$ cat config.mk
export PLATFORM = sky130hd
export DESIGN_NAME = load_store_unit
export DESIGN_NICKNAME = d
export VERILOG_FILES = /design/src/rtl/riscv_pkg.sv /design/src/rtl/lsu_align.sv /design/src/rtl/load_store_unit.sv
export SDC_FILE = /design/constraint.sdc
export NUM_CORES = 1
export LEC_CHECK = 0
export CORE_AREA = 3 3 133 97
export CTS_CLUSTER_DIAMETER = 200
export DETAILED_ROUTE_END_ITERATION = 6
export DIE_AREA = 0 0 136 100
export PLACE_DENSITY = 0.79
export SLEW_MARGIN = 10
export SYNTH_ARGS = -nofsm -noshare
export SYNTH_HDL_FRONTEND = slang
export SYNTH_SLANG_ARGS = --single-unit
$ cat constraint.sdc
create_clock -name clk -period 2.1 [get_ports clk]
set_clock_uncertainty 0.1 [all_clocks]
set_input_delay 0.42 -clock clk [delete_from_list [all_inputs] [get_ports clk]]
set_output_delay 0.42 -clock clk [all_outputs]
set_load 0.05 [all_outputs]
$ cat src/rtl/riscv_pkg.sv
// Shared definitions for the load/store unit: FSM state type, funct3
// size/sign encodings and the fault classification helper.
package riscv_pkg;

    typedef enum logic [1:0] {
        S_IDLE = 2'd0,
        S_REQ  = 2'd1,
        S_WAIT = 2'd2,
        S_RESP = 2'd3
    } lsu_state_t;

    localparam logic [2:0] F3_B  = 3'b000;
    localparam logic [2:0] F3_H  = 3'b001;
    localparam logic [2:0] F3_W  = 3'b010;
    localparam logic [2:0] F3_BU = 3'b100;
    localparam logic [2:0] F3_HU = 3'b101;

    // Access never reaches memory: unknown size encoding, a store with an
    // unsigned size, or an address not aligned to the access size.
    function automatic logic lsu_fault(input logic       we,
                                       input logic [2:0] funct3,
                                       input logic [1:0] addr_lo);
        logic illegal;
        logic misaligned;
        illegal    = (funct3 == 3'b011) || (funct3[2:1] == 2'b11) ||
                     (we && (funct3 > F3_W));
        misaligned = ((funct3[1:0] == 2'b01) && addr_lo[0]) ||
                     ((funct3[1:0] == 2'b10) && (addr_lo != 2'b00));
        return illegal || misaligned;
    endfunction

endpackage

$ cat src/rtl/lsu_align.sv
// Byte-lane steering: store byte enables and replicated write data, and
// load lane extraction with sign/zero extension.
module lsu_align
    import riscv_pkg::*;
(
    input  logic [2:0]  funct3,
    input  logic [1:0]  addr_lo,
    input  logic [31:0] wdata,
    input  logic [31:0] rdata,
    output logic [3:0]  be,
    output logic [31:0] wdata_lane,
    output logic [31:0] rdata_ext
);

    logic [7:0]  rbyte;
    logic [15:0] rhalf;

    // Store side: enables follow size and offset; data is replicated so
    // every lane carries the operand and only the enables pick the target.
    always_comb begin
        be         = 4'b1111;
        wdata_lane = wdata;
        case (funct3)
            F3_B, F3_BU: begin
                be         = 4'b0001 << addr_lo;
                wdata_lane = {4{wdata[7:0]}};
            end
            F3_H, F3_HU: begin
                be         = addr_lo[1] ? 4'b1100 : 4'b0011;
                wdata_lane = {2{wdata[15:0]}};
            end
            default: begin
                be         = 4'b1111;
                wdata_lane = wdata;
            end
        endcase
    end

    // Load side: pick the addressed lane, then extend to 32 bits.
    always_comb begin
        rbyte     = 8'h00;
        rhalf     = addr_lo[1] ? rdata[31:16] : rdata[15:0];
        rdata_ext = rdata;
        case (addr_lo)
            2'd0:    rbyte = rdata[7:0];
            2'd1:    rbyte = rdata[15:8];
            2'd2:    rbyte = rdata[23:16];
            default: rbyte = rdata[31:24];
        endcase
        case (funct3)
            F3_B:    rdata_ext = {{24{rbyte[7]}}, rbyte};
            F3_BU:   rdata_ext = {24'h000000, rbyte};
            F3_H:    rdata_ext = {{16{rhalf[15]}}, rhalf};
            F3_HU:   rdata_ext = {16'h0000, rhalf};
            default: rdata_ext = rdata;
        endcase
    end

endmodule

$ cat src/rtl/load_store_unit.sv
// Single-outstanding load/store unit between EX and a valid/ready memory port.
//
// state  | meaning
// S_IDLE | ready for a new operation; captures req_* on req_valid
// S_REQ  | mem_valid held with stable mem_* until mem_ready
// S_WAIT | load issued; waiting for mem_rvalid
// S_RESP | one-cycle completion pulse on rsp_valid
module load_store_unit
    import riscv_pkg::*;
(
    input  logic        clk,
    input  logic        reset_n,
    input  logic        req_valid,
    output logic        req_ready,
    input  logic        req_we,
    input  logic [2:0]  req_funct3,
    input  logic [31:0] req_addr,
    input  logic [31:0] req_wdata,
    input  logic [4:0]  req_rd,
    output logic        mem_valid,
    input  logic        mem_ready,
    output logic [31:0] mem_addr,
    output logic        mem_we,
    output logic [3:0]  mem_be,
    output logic [31:0] mem_wdata,
    input  logic        mem_rvalid,
    input  logic [31:0] mem_rdata,
    output logic        rsp_valid,
    output logic [4:0]  rsp_rd,
    output logic [31:0] rsp_data,
    output logic        rsp_err
);

    lsu_state_t  state;
    lsu_state_t  state_nxt;
    logic        cap_we;
    logic [2:0]  cap_funct3;
    logic [31:0] cap_addr;
    logic [31:0] cap_wdata;
    logic [4:0]  cap_rd;
    logic [31:0] data_q;
    logic        err_q;
    logic [31:0] load_ext;
    logic        accept;

    assign accept = (state == S_IDLE) && req_valid;

    lsu_align u_align (
        .funct3     (cap_funct3),
        .addr_lo    (cap_addr[1:0]),
        .wdata      (cap_wdata),
        .rdata      (mem_rdata),
        .be         (mem_be),
        .wdata_lane (mem_wdata),
        .rdata_ext  (load_ext)
    );

    // State register.
    always_ff @(posedge clk) begin
        if (!reset_n) state <= S_IDLE;
        else          state <= state_nxt;
    end

    // Operation capture and response data; data_q is cleared on accept so
    // stores and faults complete with zero data.
    always_ff @(posedge clk) begin
        if (!reset_n) begin
            cap_we     <= 1'b0;
            cap_funct3 <= 3'b000;
            cap_addr   <= 32'h0;
            cap_wdata  <= 32'h0;
            cap_rd     <= 5'd0;
            data_q     <= 32'h0;
            err_q      <= 1'b0;
        end else if (accept) begin
            cap_we     <= req_we;
            cap_funct3 <= req_funct3;
            cap_addr   <= req_addr;
            cap_wdata  <= req_wdata;
            cap_rd     <= req_rd;
            data_q     <= 32'h0;
            err_q      <= lsu_fault(req_we, req_funct3, req_addr[1:0]);
        end else if ((state == S_WAIT) && mem_rvalid) begin
            data_q     <= load_ext;
        end
    end

    // Next-state logic and state-decoded handshakes.
    always_comb begin
        state_nxt = state;
        req_ready = 1'b0;
        mem_valid = 1'b0;
        rsp_valid = 1'b0;
        case (state)
            S_IDLE: begin
                req_ready = reset_n;
                if (req_valid)
                    state_nxt = lsu_fault(req_we, req_funct3, req_addr[1:0]) ? S_RESP : S_REQ;
            end
            S_REQ: begin
                mem_valid = 1'b1;
                if (mem_ready) state_nxt = cap_we ? S_RESP : S_WAIT;
            end
            S_WAIT: begin
                if (mem_rvalid) state_nxt = S_RESP;
            end
            S_RESP: begin
                rsp_valid = 1'b1;
                state_nxt = S_IDLE;
            end
            default: state_nxt = S_IDLE;
        endcase
    end

    assign mem_addr = {cap_addr[31:2], 2'b00};
    assign mem_we   = cap_we;
    assign rsp_rd   = cap_rd;
    assign rsp_data = data_q;
    assign rsp_err  = err_q && (state == S_RESP);

endmodule
Yosys cells after proc, flatten, opt, wreduce, memory -nomap -nowiden

Cells that the tools add are included.

$lt $le $gt $ge: 1
Equality and inequality tests: 15
Shift-type cells: 1
Mux-type cells: 15
Bitwise operators: 1
Reduce and logical (&&, ||, !) cells: 18

Operator list:

| operator            | count |
|---|---|
| $pmux 32 s4         | 1 |
| $pmux 32 s2         | 1 |
| $pmux 8 s3          | 1 |
| $mux 16             | 1 |
| $eq 2x2->1 const B  | 5 |
| $mux 2              | 4 |
| $pmux 2 s4          | 1 |
| $pmux 4 s2          | 1 |
| $eq 2x1->1 const B  | 3 |
| $eq 3x3->1 const B  | 2 |
| $logic_and 1x1->1   | 6 |
| $ne 2x2->1 const B  | 3 |
| $reduce_or 2->1     | 3 |
| $logic_not 2->1     | 2 |
| $logic_or 1x1->1    | 4 |
| $mux 1              | 4 |
| $mux 4              | 1 |
| $shl 1x2->4 const A | 1 |
| $eq 3x1->1 const B  | 1 |
| $eq 3x2->1 const B  | 1 |
| $gt 3x2->1 const B  | 1 |
| $logic_not 3->1     | 1 |
| $reduce_and 3->1    | 1 |
| $reduce_bool 2->1   | 1 |
| $not 1->1           | 1 |

Register bits: 108
Bits of input ports: 110
Output and inout port bits: 110
Logic and storage cells: 59

Longest topological paths before layout

Depth in word-level cells: 7
Mapped depth: 7
Depth with buffers taken out: 6

Modules after synthesis

Synthesis repeated with hierarchy kept, for this count alone.

Cell total of the unflattened synthesis: 540
Area, all modules: 5157.4 um^2

Modules (own cells, without submodules):

| module          | times used | cells an instance | area an instance (um^2) | seq. area each (um^2) |
|---|---|---|---|---|
| load_store_unit | 1          | 368               | 3862.5                  | 2162.1 |
| lsu_align       | 1          | 172               | 1295.0                  | 0.0 |

Least setup slack after synthesis

No wires, ideal clock.

Path type: register to output
Start point: reg cap_funct3[0]
End point: out mem_wdata[29]
Arrival: 2.008 ns
Data required time: 1.580 ns
Path slack: -0.428 ns
Cell stages (with the launch flop): 5
Path buffers: 2
Path through: dfxtp_1 > buf_2 > buf_2 > mux2i_1 > o21ai_0

Word-level cells in the longest chain between the ends: 3
Elaborated cells on any way between the ends: 7

RTL lines:

| element                            | line                  | source |
|---|---|---|
| start: declaration                 | load_store_unit.sv:37 | `logic [2:0] cap_funct3;` |
| start signal: assignment           | load_store_unit.sv:77 | `cap_funct3 <= req_funct3;` |
| $eq 3x1->1 (tied with other cells) | lsu_align.sv:23       | `case (funct3)` |
| $reduce_or 2->1                    | lsu_align.sv:23       |  |
| $pmux 32 s2 (*)                    | lsu_align.sv:23       |  |
| end: declaration                   | load_store_unit.sv:25 | `output logic [31:0] mem_wdata,` |

Mark *: on every way between the ends. The rest lies on a longest branch, timed or not.

Worst setup path in the final report

Start point: reg data_q[30] (netlist: rsp_data[30])
End point: out rsp_data[30]

RTL lines:

| element                  | line                  | source |
|---|---|---|
| start: declaration       | load_store_unit.sv:41 | `logic [31:0] data_q;` |
| start signal: assignment | load_store_unit.sv:84 | `data_q <= load_ext;` |
| end: declaration         | load_store_unit.sv:30 | `output logic [31:0] rsp_data,` |

No word-level cell between the ends.

==> flow_metrics.py <==
metrics = {
    "cells_and_area": {
        "fin_nets": 752,
        "num_antenna_cells": 0,
        "instances_no_fill": 799,
        "post-route-util": 0.641,
        "layout_commonest_cell": "clkdlybuf4s50_1",
        "design_area_um2": 7470,
        "drive_above_1_share": 0.196,
        "area_growth_pct": 53.6,
        "final_cell_mix": "168 x clkdlybuf4s50_1, 107 x dfxtp_1, 82 x a22o_1, 32 x o21ai_0, 32 x buf_4",
    },
    "clock_tree": {
        "cts_tree": "yes",
        "ctsHtreeMaxLevel": 3,
        "cts_buffers": 9,
        "clock-sinks": 108,
        "clkLatencyLatePin_ns": 0.34,
        "ctsHoldBuffers": 0,
        "clk_pin_slew_worst_paths_ns": 0.07,
        "cts-root-buf": "clkbuf_16",
        "cts_buffer_depth": 2,
    },
    "hold_path": {
        "hp-class": "reg2reg",
        "whs_endpoint": "cap_wdata[16]",
        "hold_depth": 1,
        "hold_start": "cap_wdata[16]",
    },
    "route": {
        "drtAntennaViolNets": 0,
        "routedWlPerCell_um": 18.8,
        "post-route-drc-count": 0,
        "firstDrtPassIters": 5,
        "vias": 4324,
        "drt-total-wl_um": 15000,
        "drtIter0Drc": 257,
        "via_per_inst": 5.41,
    },
    "worst_setup_path": {
        "cpLargestDelayFamily": "buffers and inverters",
        "cp.required_ns": 1.58,
        "critPathKind": "reg2out",
        "startpoint_type": "register",
        "slowest_delay_ns": 0.82,
        "crit_cells": 1,
        "worst_setup_path_end_kind": "output pin",
        "cp_slowest_cell": "clkdlybuf4s50_1",
        "r2r-start": "state[0]",
        "ff2ff_setup_slack_ns": 0.29,
        "crit_path_max_fanout": 2,
        "worstRegToRegCells": 6,
        "timing.rr.end": "rsp_data[26]",
        "arrival_ns": 1.53,
        "crit_path_cell_trace": "clkdlybuf4s50_1",
        "critPathBufInv": 1,
    },
    "placement": {
        "dp_slack_ns": -0.0591,
        "io_buffer_count": 217,
        "dp_hpwl_um": 11300,
        "dp_cells": 781,
        "gp_congestion": 0.873,
        "place_area_um2": 7110,
    },
    "logic_synthesis": {
        "yosysWarnings": 0,
        "syn_area_um2": 4860,
        "yosysUniqueCellTypes": 41,
        "synth_top_area_share": 0.445,
        "synth-seq-cells": 108,
        "synth_top_family_by_area": "compound AO/OA/AOI/OAI gates",
        "ys_seq_area_frac": 0.445,
        "syn_avg_cell_area_um2": 10.4,
        "yosys-top-cells-area": "dfxtp_1 44%, a22o_1 15%, buf_4 6.3%",
        "synthXorXnorAreaFrac": 0,
        "synth_compound_area_frac": 0.305,
        "synth-simple-area-share": 0.0445,
        "yosysTopAreaCell": "dfxtp_1",
        "syn_inst": 467,
        "synthAdderAreaFrac": 0.0129,
        "synthMuxAreaShare": 0.0828,
    },
    "power": {
        "p_per_area_nw_per_um2": 1190,
        "peakVddDrop_uv": 556,
        "p_leak_nw": 2.95,
        "total_power_mw": 8.88,
    },
    "global_route": {
        "grtUsageTotal": 0.217,
        "grt_max_degree": 49,
        "grt_pass1_wl_um": 23200,
        "grt_pass1_vias": 4333,
        "grt_antenna_before_repair": 0,
        "overflow": 0,
    },
    "status": {
        "run_status": "complete, no violations",
    },
    "floorplan": {
        "start_util": 0.418,
        "rows": 33,
        "die_w_um": 136,
        "io_pins": 220,
        "dieArea_um2": 13600,
        "core_area_um2": 11600,
        "die_h_um": 100,
    },
    "sta": {
        "setup_ws_ns": 0.0506,
        "hold_slack_ns": 0.377,
        "tns_ns": 0,
        "period_needed_ns": 2.05,
        "final-hold-violation-count": 0,
        "setup_viol": 0,
        "period_share": 0.976,
        "slew_viol_final": 0,
        "relSlewSlack": 0.645,
        "worstMarginPinSlew_ns": 0.531,
        "max_freq_mhz": 488,
    },
    "run": {
        "max_cap_violations": 0,
    },
}
==> worst max-delay path by stage <==
stage | from | end | slack [ns]
6_report | rsp_data[30] | rsp_data[30] | 0.05
5_1_grt | cap_funct3[1] | mem_wdata[17] | -0.003
4_1_cts | cap_wdata[5] | mem_wdata[5] | 0.005
3_5_place_dp | mem_rdata[31] | rsp_data[19] | -0.06
3_3_place_gp | mem_rdata[31] | rsp_data[30] | 0.009
2_1_floorplan | cap_funct3[0] | mem_wdata[29] | -0.05
==> repair_timing <==
action	4_1_cts	5_1_grt
pin swaps	0	1
endpoints found under the setup margin	4	14
buffers inserted	0	2
gates resized for setup	4	6
==> sequential cells by signal, indices dropped and copies added (netlist names) <==
register    count
err_q           1
cap_funct3      3
cap_addr       32
state           2
rsp_data       32
cap_wdata      32
mem_we          1
rsp_rd          5
==> kinds of logic (layout without fill, tap and decap cells) <==
group | count (synthesis) | after routing
flip-flops | 108 | 108
buffers and inverters | 85 | 259
other | 1 | 2
AND/OR/NAND/NOR | 47 | 47
multiplexers | 36 | 36
AO/OA/AOI/OAI | 185 | 185
adder cells (fa/ha/maj) | 5 | 5
==> per-layer routing <==
metal | up-vias | wire length, um | share of wire | GRT usage
li1 | 2028 | - | - | -
met1 | 2077 | 6290 | 0.42 | 0.276
met2 | 201 | 7050 | 0.47 | 0.356
met3 | 18 | 1410 | 0.094 | 0.0711
met4 | 0 | 230 | 0.015 | 0.0581
met5 | - | 0 | 0 | 0
==> cells in the mapped netlist, drive strengths merged <==
library cell  count
a221oi           10
nand2            26
and3              2
nor4              1
a22o             82
a222oi            1
a211oi            1
a21oi            28
a32o              1
nor2             10
mux4              1
nand2b            2
o21ai            48
ha                5
clkbuf           16
mux2i            17
mux2             18
inv               7
a21o              2
o31a              1
or3b              1
conb              1
a22oi             8
o21bai            2
nor2b             1
buf              62
and2              4
dfxtp           108
o21a              1
==> layout make-up <==
type | instances | area, um^2
Fill cell | 911 | 4180
Timing Repair Buffer | 236 | 2580
Multi-Input combinational cell | 275 | 2190
Sequential cell | 108 | 2160
Clock buffer | 10 | 239
Tap cell | 157 | 196
Clock inverter | 6 | 72.6
Inverter | 7 | 26.3
==> where the power goes <==
part           switching [mW]  total (mW)  internal [mW]
Combinational            2.64        4.41           1.77
Sequential              0.284        2.72           2.44
Clock                   0.779        1.75          0.969
Total                    3.70        8.88           5.18
(Power assumes the default switching activity.)
